--- src/rtl/frame_arb_pkg.sv ---
// Shared types for frame_dispatch_arbiter: FSM states, descriptor config fields and widths.
package frame_arb_pkg;

    localparam int DEPTH_W  = 16;
    localparam int STRIDE_W = 8;
    localparam int HINTS_W  = 32;

    typedef enum logic [1:0] {
        IDLE      = 2'd0,
        LAUNCH    = 2'd1,
        WAIT_DONE = 2'd2
    } arb_state_t;

    // The base address width is a top-level parameter, so it is kept out of this struct.
    typedef struct packed {
        logic [DEPTH_W-1:0]  depth;
        logic [STRIDE_W-1:0] stride;
        logic [HINTS_W-1:0]  hints;
    } frame_cfg_t;

endpackage

--- src/rtl/rr_arbiter.sv ---
// Combinational round-robin picker: first asserted request at or after i_ptr, wrapping.
module rr_arbiter #(
    parameter int NUM_REQ = 4
) (
    input  logic [NUM_REQ-1:0]         i_req,
    input  logic [$clog2(NUM_REQ)-1:0] i_ptr,
    output logic [NUM_REQ-1:0]         o_grant,
    output logic [$clog2(NUM_REQ)-1:0] o_idx,
    output logic                       o_any
);
    localparam int IDX_W = $clog2(NUM_REQ);

    logic [IDX_W-1:0] w_cand;

    always_comb begin
        o_grant = '0;
        o_idx   = '0;
        o_any   = 1'b0;
        w_cand  = '0;
        for (int k = 0; k < NUM_REQ; k++) begin
            w_cand = IDX_W'((int'(i_ptr) + k) % NUM_REQ);
            if (!o_any && i_req[w_cand]) begin
                o_any           = 1'b1;
                o_grant[w_cand] = 1'b1;
                o_idx           = w_cand;
            end
        end
    end

endmodule

--- src/rtl/frame_dispatch_arbiter.sv ---
// Round-robin dispatcher sharing one frame_controller among NUM_REQ descriptor sources.
// Optional perf counters are built only when FRAME_ARB_PERF_EN is defined.
module frame_dispatch_arbiter
    import frame_arb_pkg::*;
#(
    parameter int NUM_REQ    = 4,
    parameter int ADDR_WIDTH = 32
) (
    input  logic                          clk,
    input  logic                          reset,
    input  logic [NUM_REQ-1:0]            req_valid,
    output logic [NUM_REQ-1:0]            req_ready,
    input  logic [NUM_REQ*ADDR_WIDTH-1:0] req_base_addr,
    input  logic [NUM_REQ*16-1:0]         req_frame_depth,
    input  logic [NUM_REQ*8-1:0]          req_lane_stride,
    input  logic [NUM_REQ*32-1:0]         req_exec_hints,
    output logic [NUM_REQ-1:0]            done_pulse,
    output logic                          done_err,
    output logic [ADDR_WIDTH-1:0]         fc_base_addr,
    output logic [15:0]                   fc_frame_depth,
    output logic [7:0]                    fc_lane_stride,
    output logic [31:0]                   fc_exec_hints,
    output logic                          fc_start_trigger,
    input  logic                          fc_frame_done,
    output logic                          busy,
    output logic [$clog2(NUM_REQ)-1:0]    grant_id,
    output logic [31:0]                   perf_busy_cycles,
    output logic [31:0]                   perf_frames
);
    localparam int IDX_W = $clog2(NUM_REQ);

    typedef struct packed {
        logic [ADDR_WIDTH-1:0] base;
        frame_cfg_t            cfg;
    } frame_desc_t;

    arb_state_t       r_state;
    frame_desc_t      r_desc;
    logic [IDX_W-1:0] r_rr_ptr;
    logic [IDX_W-1:0] r_grant_id;
    logic [NUM_REQ-1:0] r_done_pulse;
    logic             r_done_err;
    logic             r_start;

    logic [NUM_REQ-1:0] w_grant;
    logic [IDX_W-1:0]   w_idx;
    logic               w_any;
    frame_desc_t        w_sel;

    function automatic logic [IDX_W-1:0] f_next(input logic [IDX_W-1:0] idx);
        f_next = (int'(idx) == NUM_REQ - 1) ? '0 : idx + 1'b1;
    endfunction

    rr_arbiter #(.NUM_REQ(NUM_REQ)) u_rr (
        .i_req   (req_valid),
        .i_ptr   (r_rr_ptr),
        .o_grant (w_grant),
        .o_idx   (w_idx),
        .o_any   (w_any)
    );

    always_comb begin
        w_sel            = '0;
        w_sel.base       = req_base_addr[int'(w_idx)*ADDR_WIDTH +: ADDR_WIDTH];
        w_sel.cfg.depth  = req_frame_depth[int'(w_idx)*DEPTH_W +: DEPTH_W];
        w_sel.cfg.stride = req_lane_stride[int'(w_idx)*STRIDE_W +: STRIDE_W];
        w_sel.cfg.hints  = req_exec_hints[int'(w_idx)*HINTS_W +: HINTS_W];
    end

    // Ready is a decode of the registered state, so valid&ready marks the accept cycle.
    assign req_ready = (r_state == IDLE) ? w_grant : '0;

    always_ff @(posedge clk) begin
        if (reset) begin
            r_state      <= IDLE;
            r_desc       <= '0;
            r_rr_ptr     <= '0;
            r_grant_id   <= '0;
            r_done_pulse <= '0;
            r_done_err   <= 1'b0;
            r_start      <= 1'b0;
        end else begin
            r_done_pulse <= '0;
            r_done_err   <= 1'b0;
            r_start      <= 1'b0;
            case (r_state)
                IDLE: begin
                    if (w_any) begin
                        r_desc     <= w_sel;
                        r_grant_id <= w_idx;
                        // Zero-depth descriptors are bounced straight back with an error.
                        if (w_sel.cfg.depth == '0) begin
                            r_done_pulse <= w_grant;
                            r_done_err   <= 1'b1;
                            r_rr_ptr     <= f_next(w_idx);
                        end else begin
                            r_start <= 1'b1;
                            r_state <= LAUNCH;
                        end
                    end
                end
                LAUNCH: begin
                    r_state <= WAIT_DONE;
                end
                WAIT_DONE: begin
                    if (fc_frame_done) begin
                        r_done_pulse <= NUM_REQ'(1) << r_grant_id;
                        r_rr_ptr     <= f_next(r_grant_id);
                        r_state      <= IDLE;
                    end
                end
                default: begin
                    r_state <= IDLE;
                end
            endcase
        end
    end

    assign fc_base_addr     = r_desc.base;
    assign fc_frame_depth   = r_desc.cfg.depth;
    assign fc_lane_stride   = r_desc.cfg.stride;
    assign fc_exec_hints    = r_desc.cfg.hints;
    assign fc_start_trigger = r_start;
    assign done_pulse       = r_done_pulse;
    assign done_err         = r_done_err;
    assign busy             = (r_state != IDLE);
    assign grant_id         = r_grant_id;

`ifdef FRAME_ARB_PERF_EN
    logic [31:0] r_perf_busy;
    logic [31:0] r_perf_frames;

    always_ff @(posedge clk) begin
        if (reset) begin
            r_perf_busy   <= '0;
            r_perf_frames <= '0;
        end else begin
            if (r_state != IDLE && r_perf_busy != 32'hFFFF_FFFF) begin
                r_perf_busy <= r_perf_busy + 32'd1;
            end
            if (r_state == WAIT_DONE && fc_frame_done && r_perf_frames != 32'hFFFF_FFFF) begin
                r_perf_frames <= r_perf_frames + 32'd1;
            end
        end
    end

    assign perf_busy_cycles = r_perf_busy;
    assign perf_frames      = r_perf_frames;
`else
    assign perf_busy_cycles = '0;
    assign perf_frames      = '0;
`endif

endmodule

--- config.mk ---
export PLATFORM = sky130hd
export DESIGN_NAME = frame_dispatch_arbiter
export DESIGN_NICKNAME = d
export VERILOG_FILES = /design/src/rtl/frame_arb_pkg.sv /design/src/rtl/rr_arbiter.sv /design/src/rtl/frame_dispatch_arbiter.sv
export SDC_FILE = /design/constraint.sdc
export NUM_CORES = 1
export LEC_CHECK = 0
export ABC_AREA = 1
export CAP_MARGIN = 20
export CORE_AREA = 2 2 204 206
export CTS_BUF_LIST = sky130_fd_sc_hd__clkbuf_4
export DETAILED_ROUTE_END_ITERATION = 10
export DIE_AREA = 0 0 206 208
export PLACE_DENSITY_LB_ADDON = 0.15
export SLEW_MARGIN = 30
export SYNTH_ARGS = -nofsm -noshare
export SYNTH_HDL_FRONTEND = slang
export SYNTH_SLANG_ARGS = --single-unit
--- constraint.sdc ---
create_clock -name clk -period 4.3 [get_ports clk]
set_input_delay 0.645 -clock clk [delete_from_list [all_inputs] [get_ports clk]]
set_output_delay 0.645 -clock clk [all_outputs]
set_load 0.01 [all_outputs]
==> results by group, run 1 <==
Outcome
  • Status: finished, final reports clean

Clocking
  • TritonCTS buffer count: 9
  • CTS tree: done
  • Htree depth: 3
  • Root buf cell: clkbuf_4
  • Clock Tree Buf Depth: 2
  • Postcts setup bufs: 0
  • Clk_lat worst skew: 0.56 ns
  • Clock sinks: 100
  • CTS clk-pin slew, worst paths: 0.14 ns

Detailed routing
  • ANT nets after route: 0
  • Metal2 WL: 19,200 um
  • Via count: 9,103
  • DRT Pass-1 Iters: 5
  • # DRC: 0
  • Met1 wire length: 15,400 um
  • DR iter-0 viols: 436
  • Metal3 WL: approximately 3400 um
  • Routed len/inst: 17.9 um
  • DRT Wirelength: 38,600 um
  • Uppermost routed layer: met5
  • Post-DR vias/cell: 4.22

Timing
  • Measured slew at the worst slew-check pin: 0.636 ns
  • Hold violation total from the final report: 0
  • # setup viols final: 0
  • Final setup skew: around 0.043 ns
  • Slew headroom: 0.576
  • RSZ-0062 raised after global routing: false
  • Setup TNS: 0 ns
  • F_max: 255 MHz
  • Number of max-slew violations in the final report: 0
  • Post-layout min period: 3.91 ns
  • Fin crit share: 0.910

Layout
  • Register area: 0.00200 sq mm
  • Most frequent cells in the layout: 458 x clkdlybuf4s50_1, 281 x o21ai_0, 222 x nor2_1, 206 x nand2_1, 98 x dfxtp_1
  • Multi-input gate area: 0.00429 sq mm
  • Fin util: 0.303
  • Commonest non-fill, non-tap cell in the layout: clkdlybuf4s50_1
  • Design Area, Final: 0.0123 sq mm
  • Layout Nets: 1,984
  • # fillers: 4,561
  • Area Overhead vs Synth: 69.4%
  • Share of layout cells above drive strength 1: 0.0383

Global route
  • Total track usage: 0.175
  • First-pass GRT wire length: 56,300 um
  • Vias in the first global route: just over 9,000
  • Grt total ovfl: 0
  • Largest net degree at the start of global routing: 91
  • Initial antenna violation count: 10

Synthesis
  • Ys async rst share: 0
  • EDFF count, synth: 0
  • Post-Syn Area per Cell: about 6.0 sq um
  • Yosys warnings: 0
  • Flops & latches, synth: 100
  • Syn Inst Count: 1,208
  • Netlist cell types: 35
  • Main synth FF type: dfxtp_1
  • Mapped cell area: 0.00725 sq mm
  • Register area share after synthesis: 0.276

Floorplan
  • Starting Density: 0.179
  • Num rows: 74
  • Die Width: 206 um
  • Die Footprint: 0.0428 sq mm
  • Die height: 208 um
  • Core Area: 0.0406 sq mm
  • Io pins: 524

Critical path
  • Reg-to-reg critical path startpoint: r_rr_ptr[0]$_SDFFE_PP0P_
  • Critical path arrival: 3.27 ns
  • Slowest stage delay, CP: 0.53 ns
  • Worst setup EP type: output port
  • Kind of critical path: reg2out
  • Setup crit start: r_rr_ptr[0]$_SDFFE_PP0P_
  • Worst-path fanout max: 11
  • Slowest CP cell: clkdlybuf4s50_1
  • WP data required: 3.65 ns
  • Setup crit start kind: register
  • Ordered cell list for the critical path: inv_2 > ha_1 > inv_1 > nand3_1 > nand2_1 > inv_2 > nor2_4 > inv_1 > nor2_1 > a221oi_1 > o21ai_0 > nand2_1 > inv_1 > clkdlybuf4s50_1
  • CP most frequent cell: inv_1

Power
  • P per Cell Area: between 500 and 600 mW/mm^2
  • LEAKAGE: 5.04 nW
  • Peak supply drop: around 250 uV

Placed design
  • Final Wtd Congestion: about 0.84
  • Port bufs: 459
  • Dpl hpwl: between 20,000 and 30,000 um
  • Placed inst area: 0.0121 sq mm

Job
  • Max-cap violations: 0

Min path
  • Min-delay src: reset
  • Hold WC Path Type: in2reg
[Yosys cell counts (all sizes together), types with 2 or more instances]
cell type	instances	area, sq um
nand2	217	863
nor3	2	10.0
nor2	228	876
buf	99	674
a21oi	11	55.1
nand4	2	12.5
ha	11	138
nand3b	23	173
a221oi	2	17.5
dfxtp	100	2000
nand3	55	280
clkbuf	46	174
inv	98	370
o21ai	295	1480
o22ai	13	81.3
[area by class of cell]
class,count,area share
Inverter,98,0.0303
Clock buffer,10,0.00611
Timing Repair Buffer,477,0.391
Sequential cell,100,0.163
Tap cell,532,0.0542
Multi-Input combinational cell,928,0.349
Antenna cell,10,0.00204
Clock inverter,4,0.00418
[metal layers]
metal,up-vias,GRT usage
met2,335,0.305
li1,4588,-
met4,4,0.0433
met3,30,0.0634
met1,4146,0.202
met5,-,0
[flip-flops by register name (all words and copies together) (netlist names)]
register	flops
done_err	1
done_pulse	4
fc_base_addr	32
fc_exec_hints	32
fc_frame_depth	16
fc_lane_stride	8
fc_start_trigger	1
grant_id	2
r_rr_ptr	2
r_state	2
[kinds of logic after synthesis]
group | share of synthesized area
xor+xnor | 0.00121
mux | 0.00138
simple gates | 0.305
buf+inv | 0.168
compound gates | 0.229
flops | 0.276
other cells | 0.000517
fa+ha+maj | 0.0190
[stage by stage]
stage	setup slack, ns	total power [mW]	hold WS (ns)	instances
floorplan	1.57	4.22	0.528	1271
global placement	0.513	6.47	0.542	2135
detailed placement	0.502	6.48	0.548	2135
CTS	0.103	7.09	0.467	2149
global route	0.0340	7.66	0.488	2159
finish	0.386	6.96	0.540	2159
[power breakdown]
group          switching [mW]  internal, mW  total (mW)  leakage, nW
Combinational            2.79          1.96        4.75         4.15
Clock                   0.384         0.178       0.563       0.0688
Sequential              0.270          1.37        1.64        0.829
Total                    3.45          3.51        6.96         5.04
[final timing paths]
check,endpoint,slack [ns],depth (start not counted)
worst max-delay path,req_ready[1],0.39,14
worst min-delay path,r_state[0]$_SDFFE_PP0P_,0.54,4
worst max register to register,done_pulse[2]$_SDFF_PP0_,0.77,21
worst min register to register,fc_base_addr[10]$_SDFFE_PP0P_,0.58,4
[worst max-delay path: cells and delay by family, from the launching register on]
kind	cells	cell delay [ns]
DFF	1	0.49
buffers and inverters	6	1.00
and+or+nand+nor	5	0.59
adders and majority gates	1	0.38
AOI/OAI and AO/OA	2	0.26
[repair_timing]
| item | 4_1_cts | 5_1_grt |
|---|---|---|
| resized for setup | 0 | 2 |
| setup endpoints to repair | 0 | 4 |
| hold buffers | 0 | 0 |
Note: power is estimated with default switching activity, not from simulation.
==> run 2: changes to the inputs <==
--- a/config.mk
+++ b/config.mk
@@ -7,12 +7,13 @@
 export LEC_CHECK = 0
 export ABC_AREA = 1
 export CAP_MARGIN = 20
-export CORE_AREA = 2 2 204 206
+export CORE_AREA = 2 2 203 205
 export CTS_BUF_LIST = sky130_fd_sc_hd__clkbuf_4
 export DETAILED_ROUTE_END_ITERATION = 10
-export DIE_AREA = 0 0 206 208
+export DIE_AREA = 0 0 205 207
 export PLACE_DENSITY_LB_ADDON = 0.15
 export SLEW_MARGIN = 30
 export SYNTH_ARGS = -nofsm -noshare
 export SYNTH_HDL_FRONTEND = slang
+export SYNTH_HIERARCHICAL = 1
 export SYNTH_SLANG_ARGS = --single-unit
==> results by group, run 2 <==
Synthesis
  • Synth cell count leaders: 303 x nor2_1, 224 x o21ai_0, 118 x nand2_1 (was 281 x o21ai_0, 224 x nor2_1, 207 x nand2_1)
  • Main synth FF type: dfxtp_1 (unchanged)
  • Synth top area share: 0.278 (was 0.276)
  • Ys async rst share: 0 (unchanged)
  • Mapped cell area: 0.00721 sq mm (was 0.00725 sq mm)
  • Syn Inst Count: 1,199 (was 1,208)
  • Post-Syn Area per Cell: 6.01 sq um (was 6.00 sq um)
  • EDFF count, synth: 0 (unchanged)
  • Flops & latches, synth: 100 (unchanged)
  • Count leader, synth: nor2_1 (was o21ai_0)
  • Ranking of synthesized cells by area: dfxtp_1 28%, nor2_1 16%, o21ai_0 16%, buf_4 7.2%, o22ai_1 6.2% (was dfxtp_1 28%, o21ai_0 19%, nor2_1 12%, nand2_1 11%, buf_4 7.1%)
  • Leading area contributor after synthesis: dfxtp_1 (unchanged)
  • Register area share after synthesis: 0.278 (was 0.276)
  • Yosys warnings: 6 (was 0)
  • Netlist cell types: 32 (was 35)

Detailed routing
  • Uppermost routed layer: met4 (was met5)
  • DRT Wirelength: 37,700 um (was 38,600 um)
  • Metal3 WL: 2550 um (was 3410 um)
  • Post-DR vias/cell: 4.25 (was 4.22)
  • ANT nets after route: 0 (unchanged)
  • DRT Pass-1 Iters: 4 (was 5)
  • Routed len/inst: 17.6 um (was 17.9 um)
  • # DRC: 0 (unchanged)
  • Met1 wire length: 15,400 um (about the same)
  • Metal2 WL: 19,000 um (was 19,200 um)
  • Via count: 9,100 (was 9,103)
  • DR iter-0 viols: 438 (was 436)

Floorplan
  • Die Footprint: 0.0424 sq mm (was 0.0428 sq mm)
  • Die height: 207 um (was 208 um)
  • Core Area: 0.0404 sq mm (was 0.0406 sq mm)
  • Io pins: 524 (unchanged)
  • Starting Density: 0.179 (about the same)
  • Die Width: 205 um (was 206 um)
  • Num rows: 74 (unchanged)

Critical path
  • Kind of critical path: reg2out (unchanged)
  • Worst setup EP type: output port (unchanged)
  • Reg-to-reg critical path startpoint: r_rr_ptr[1]$_SDFFE_PP0P_ (was r_rr_ptr[0]$_SDFFE_PP0P_)
  • Critical path arrival: 3.29 ns (was 3.27 ns)
  • Worst-path fanout max: 6 (was 11)
  • WP data required: 3.65 ns (about the same)
  • Setup crit start: r_rr_ptr[1]$_SDFFE_PP0P_ (was r_rr_ptr[0]$_SDFFE_PP0P_)
  • Setup crit start kind: register (unchanged)

Clocking
  • Clk_lat worst skew: 0.53 ns (was 0.56 ns)
  • Clock sinks: 100 (unchanged)
  • Clock Tree Buf Depth: 2 (unchanged)
  • Hold-fix buffers, CTS: 0 (unchanged)
  • Root buf cell: clkbuf_4 (unchanged)
  • Htree depth: 3 (unchanged)
  • TritonCTS buffer count: 9 (unchanged)
  • CTS clk-pin slew, worst paths: 0.18 ns (was 0.14 ns)
  • Postcts setup bufs: 0 (unchanged)
  • # resized after CTS: 0 (unchanged)
  • CTS tree: done (unchanged)

Timing
  • Number of max-slew violations in the final report: 0 (unchanged)
  • Hold violation total from the final report: 0 (unchanged)
  • F_max: 254 MHz (was 255 MHz)
  • Setup TNS: 0 ns (unchanged)
  • Final setup skew: 0.00985 ns (was 0.0428 ns)
  • Slew headroom: 0.564 (was 0.576)
  • Measured slew at the worst slew-check pin: 0.653 ns (was 0.636 ns)
  • Fin crit share: 0.915 (was 0.910)
  • RSZ-0062 raised after global routing: false (unchanged)
  • Post-layout min period: 3.94 ns (was 3.91 ns)
  • # setup viols final: 0 (unchanged)

Power
  • Sw Ratio: 0.513 (was 0.495)
  • Internal power consumption: 3.79 mW (was 3.51 mW)
  • LEAKAGE: 5.19 nW (was 5.04 nW)
  • Gate power share: 0.711 (was 0.683)
  • P per Cell Area: 639 mW/mm^2 (was 566 mW/mm^2)
  • Clock share of power: 0.079 (was 0.081)
  • Peak supply drop: 425 uV (was 247 uV)
  • Flop pwr share: 0.210 (was 0.236)
  • Switch Pwr: 4.00 mW (was 3.45 mW)

Outcome
  • Status: finished, final reports clean (unchanged)

Layout
  • Area Overhead vs Synth: 69.1% (was 69.4%)
  • Share of layout cells above drive strength 1: 0.0325 (was 0.0383)
  • Most frequent cells in the layout: 458 x clkdlybuf4s50_1, 303 x nor2_1, 224 x o21ai_0, 117 x nand2_1, 100 x dfxtp_1 (was 458 x clkdlybuf4s50_1, 281 x o21ai_0, 222 x nor2_1, 206 x nand2_1, 98 x dfxtp_1)
  • Layout Nets: 1,964 (was 1,984)
  • Commonest non-fill, non-tap cell in the layout: clkdlybuf4s50_1 (unchanged)
  • Layout Cells excl Fill: 2,140 (was 2,159)

Min path
  • Hold WC Path Type: reg2reg (was in2reg)
  • Min-delay src: fc_frame_depth[15]$_SDFFE_PP0P_ (was reset)

Global route
  • First-pass GRT wire length: 55,800 um (was 56,300 um)
  • Vias in the first global route: 9,006 (was 9,138)
  • Grt total ovfl: 0 (unchanged)
  • Largest net degree at the start of global routing: 122 (was 91)
  • Initial antenna violation count: 7 (was 10)
  • Total track usage: 0.174 (was 0.175)

Placed design
  • Dpl hpwl: 28,900 um (was 29,900 um)
  • Final Wtd Congestion: 0.852 (was 0.843)
  • Port bufs: 459 (unchanged)
  • Placed Instances: 2,116 (was 2,135)

Job
  • Max-cap violations: 0 (unchanged)
[run 2: cell count changes after synthesis, sizes merged, moves of 20 or more]
cell,before,now
a21oi,11,31
nand3b,23,1
clkbuf,46,68
nor2,228,305
o22ai,13,72
nand2,217,126
o21ai,295,236
[run 2: stage by stage]
stage	hold WS [ns]	total power [mW]	utilization	setup WS, ns	instance area, sq um
final	0.572	7.79	0.302	0.364	12200
after global routing	0.561	8.60	0.302	0.0464	12200
after CTS	0.515	7.96	0.302	0.238	12200
after detailed placement	0.536	7.30	0.298	0.454	12000
after global placement	0.524	7.27	0.298	0.557	12000
after floorplan	0.536	4.85	-	1.49	7450
[run 2: worst paths after layout]
check	endpoint	slack [ns]	cells past startpoint
setup / recovery	req_ready[1]	0.36	11
hold reg to reg	fc_frame_depth[15]$_SDFFE_PP0P_	0.57	2
setup reg to reg	done_pulse[2]$_SDFF_PP0_	0.61	18
hold / removal	fc_frame_depth[15]$_SDFFE_PP0P_	0.57	2
[run 2: metal layers]
layer,global-route usage,up-vias
li1,-,4593
met1,0.204,4173
met2,0.303,304
met3,0.0452,30
met4,0.0605,0
met5,0,-
[run 2: cell type report]
cell class / count / area, sq um
antenna: 8 / 20.0
sequential: 100 / 2000
clock inverter: 7 / 90.1
tap: 532 / 666
timing repair buffer: 475 / 4750
multi-input combinational: 913 / 4230
fill: 4502 / 28200
clock buffer: 9 / 67.6
inverter: 96 / 367
[run 2: logic make-up (layout without fill, tap and decap cells)]
logic type,after synthesis,in the layout,synth area share
simple gates,495,495,0.278
compound gates,344,344,0.254
buf+inv,249,587,0.173
flops,100,100,0.278
fa+ha+maj,10,10,0.0174
other cells,1,72,0.000520
[run 2: worst max-delay path, stage by stage (launching register included)]
cell	delay (ns)
dfxtp_1	0.54
inv_1	0.22
ha_1	0.40
inv_1	0.11
nand3_1	0.09
nand2_1	0.05
nor2_1	0.30
a21oi_1	0.13
nand3_1	0.13
inv_1	0.06
nor2_1	0.16
clkdlybuf4s50_1	0.56
[run 2: power groups by stage]
stage | Sequential, mW | Combinational (mW) | Clock [mW]
floorplan | 1.82 | 3.03 | 0
global placement | 1.65 | 5.62 | 0
detailed placement | 1.66 | 5.63 | 0
CTS | 1.64 | 5.66 | 0.663
global route | 1.70 | 6.21 | 0.689
finish | 1.63 | 5.54 | 0.616
==> run 3: changes to the inputs <==
--- a/config.mk
+++ b/config.mk
@@ -7,10 +7,10 @@
 export LEC_CHECK = 0
 export ABC_AREA = 1
 export CAP_MARGIN = 20
-export CORE_AREA = 2 2 203 205
+export CORE_AREA = 2 2 205 207
 export CTS_BUF_LIST = sky130_fd_sc_hd__clkbuf_4
 export DETAILED_ROUTE_END_ITERATION = 10
-export DIE_AREA = 0 0 205 207
+export DIE_AREA = 0 0 207 209
 export PLACE_DENSITY_LB_ADDON = 0.15
 export SLEW_MARGIN = 30
 export SYNTH_ARGS = -nofsm -noshare
==> constraint.sdc (replaced) <==
create_clock -name clk -period 3.92 [get_ports clk]
set_input_delay 0.588 -clock clk [delete_from_list [all_inputs] [get_ports clk]]
set_output_delay 0.588 -clock clk [all_outputs]
set_load 0.01 [all_outputs]
==> results by group, run 3 (synthesis results as in run 2) <==
Timing
  • Post-layout min period: between 3 and 4 ns
  • # setup viols final: 0 (unchanged)
  • F_max: ~280 MHz
  • Number of max-slew violations in the final report: 0 (unchanged)
  • Fin crit share: 0.915
  • RSZ-0062 raised after global routing: false (unchanged)
  • Setup TNS: 0 ns (unchanged)
  • Measured slew at the worst slew-check pin: 0.635 ns (was 0.653 ns)
  • Slew headroom: 0.577 (was 0.564)
  • Final setup skew: 0.0417 ns (was 0.00985 ns)
  • Hold violation total from the final report: 0 (unchanged)
  • Final WS setup: 0.333 ns (was 0.364 ns)

Power
  • P per Cell Area: 693 mW/mm^2 (was 639 mW/mm^2)
  • Peak supply drop: 324 uV (was 425 uV)
  • LEAKAGE: 5.19 nW (about the same)

Critical path
  • WP data required: 3.33 ns (was 3.65 ns)
  • Kind of critical path: reg2out (unchanged)
  • Ordered cell list for the critical path: inv_1 > ha_1 > inv_1 > nand2_1 > nand2_2 > nor2_4 > nand4_1 > nand3_1 > inv_1 > nor2_1 > clkdlybuf4s50_1 (was inv_1 > ha_1 > inv_1 > nand3_1 > nand2_1 > nor2_1 > a21oi_1 > nand3_1 > inv_1 > nor2_1 > clkdlybuf4s50_1)
  • Critical path arrival: 3.00 ns (was 3.29 ns)
  • Slowest CP cell: clkdlybuf4s50_1 (unchanged)
  • CP bufs+invs: 4 (unchanged)
  • Worst-path fanout max: 13 (was 6)
  • Setup crit start kind: register (unchanged)
  • Slowest stage delay, CP: 0.58 ns (was 0.56 ns)
  • Worst setup EP type: output port (unchanged)
  • Crit path max-delay family: buffers and inverters (unchanged)
  • CP most frequent cell: inv_1 (unchanged)

Layout
  • Commonest non-fill, non-tap cell in the layout: clkdlybuf4s50_1 (unchanged)
  • Area Overhead vs Synth: 68.8% (was 69.1%)
  • Layout Cells excl Fill: 2,141 (was 2,140)
  • Share of layout cells above drive strength 1: 0.0331 (was 0.0325)
  • Most frequent cells in the layout: 458 x clkdlybuf4s50_1, 302 x nor2_1, 224 x o21ai_0, 117 x nand2_1, 100 x dfxtp_1 (was 458 x clkdlybuf4s50_1, 303 x nor2_1, 224 x o21ai_0, 117 x nand2_1, 100 x dfxtp_1)
  • Layout Nets: 1,965 (was 1,964)

Global route
  • Grt total ovfl: 0 (unchanged)
  • Vias in the first global route: 8,741 (was 9,006)
  • Largest net degree at the start of global routing: 99 (was 122)
  • Initial antenna violation count: 3 (was 7)
  • First-pass GRT wire length: 54,200 um (was 55,800 um)
  • Total track usage: 0.164 (was 0.174)

Floorplan
  • Core Area: 0.0413 sq mm (was 0.0404 sq mm)
  • Die Footprint: 0.0433 sq mm (was 0.0424 sq mm)
  • Num rows: 75 (was 74)
  • Io pins: 524 (unchanged)
  • Die height: 209 um (was 207 um)
  • Starting Density: 0.175 (was 0.179)
  • Die Width: 207 um (was 205 um)

Clocking
  • TritonCTS buffer count: 9 (unchanged)
  • CTS tree: done (unchanged)
  • Clk_lat worst skew: 0.54 ns (was 0.53 ns)
  • Clock sinks: 100 (unchanged)
  • Clock Tree Buf Depth: 2 (unchanged)
  • Root buf cell: clkbuf_4 (unchanged)
  • Htree depth: 3 (unchanged)
  • CTS clk-pin slew, worst paths: 0.17 ns (was 0.18 ns)

Min path
  • Hold WC Path Type: in2reg (was reg2reg)

Placed design
  • Port bufs: 459 (unchanged)
  • Pre-CTS WS: 0.291 ns (was 0.454 ns)
  • Placed Instances: 2,124 (was 2,116)
  • Final Wtd Congestion: 0.838 (was 0.852)
  • Dpl hpwl: 28,000 um (was 28,900 um)

Detailed routing
  • Post-DR vias/cell: 4.19 (was 4.25)
  • ANT nets after route: 0 (unchanged)
  • DR iter-0 viols: 392 (was 438)
  • Routed len/inst: 17.2 um (was 17.6 um)
  • # DRC: 0 (unchanged)
  • Via count: 8,975 (was 9,100)
  • DRT Wirelength: 36,800 um (was 37,700 um)
  • DRT Pass-1 Iters: 5 (was 4)

Outcome
  • Status: finished, final reports clean (unchanged)

Job
  • Max-cap violations: 0 (unchanged)
[run 3: cell count changes in the layout (fill, tap and decap cells not counted), sizes merged]
cell,previous run,this run
inv,96,97
clkbuf,9,10
bufinv,2,0
diode,8,1
buf,17,18
[run 3: worst paths after layout]
| path | endpoint | start | slack [ns] | depth (start not counted) |
|---|---|---|---|---|
| setup / recovery | req_ready[1] | r_rr_ptr[1]$_SDFFE_PP0P_ | 0.33 | 11 |
| hold / removal | done_pulse[3]$_SDFF_PP0_ | reset | 0.52 | 2 |
| setup reg to reg | done_pulse[0]$_SDFF_PP0_ | r_rr_ptr[1]$_SDFFE_PP0P_ | 0.69 | 17 |
| hold reg to reg | fc_frame_depth[12]$_SDFFE_PP0P_ | fc_frame_depth[12]$_SDFFE_PP0P_ | 0.57 | 2 |
[run 3: routing by layer]
layer	GRT usage	part of all wire	up-vias
met3	0.0394	0.061	33
met5	0	0.00076	-
met1	0.198	0.42	4045
li1	-	-	4596
met2	0.285	0.50	297
met4	0.0500	0.018	4
[run 3: repair_timing]
| action | 4_1_cts | 5_1_grt |
|---|---|---|
| setup endpoints to repair | 0 | 3 |
| hold buffers | 0 | 0 |
| gates resized for setup | 0 | 1 |
| buffers inserted | 0 | 0 |
[run 3: layout make-up]
class,count,area (sq um)
Clock buffer,10,75.1
Fill cell,4618,29100
Multi-Input combinational cell,913,4230
Timing Repair Buffer,476,4780
Antenna cell,1,2.50
Inverter,96,367
Tap cell,539,674
Clock inverter,6,37.5
Sequential cell,100,2000
[run 3: report_power, final]
group	leakage [nW]	total [mW]	internal (mW)	switching, mW
combinational	4.29	6.13	2.43	3.69
clock	0.0623	0.546	0.137	0.409
sequential	0.831	1.76	1.51	0.258
[run 3: through the flow]
stage          area, sq um  power (mW)  hold WS (ns)  utilization
2_1_floorplan         7450        5.32         0.536            -
3_3_place_gp         12100        8.04         0.535        0.292
3_5_place_dp         12100        8.04         0.541        0.292
4_1_cts              12200        8.65         0.426        0.295
5_1_grt              12200        9.32         0.478        0.295
6_report             12200        8.44         0.522        0.295
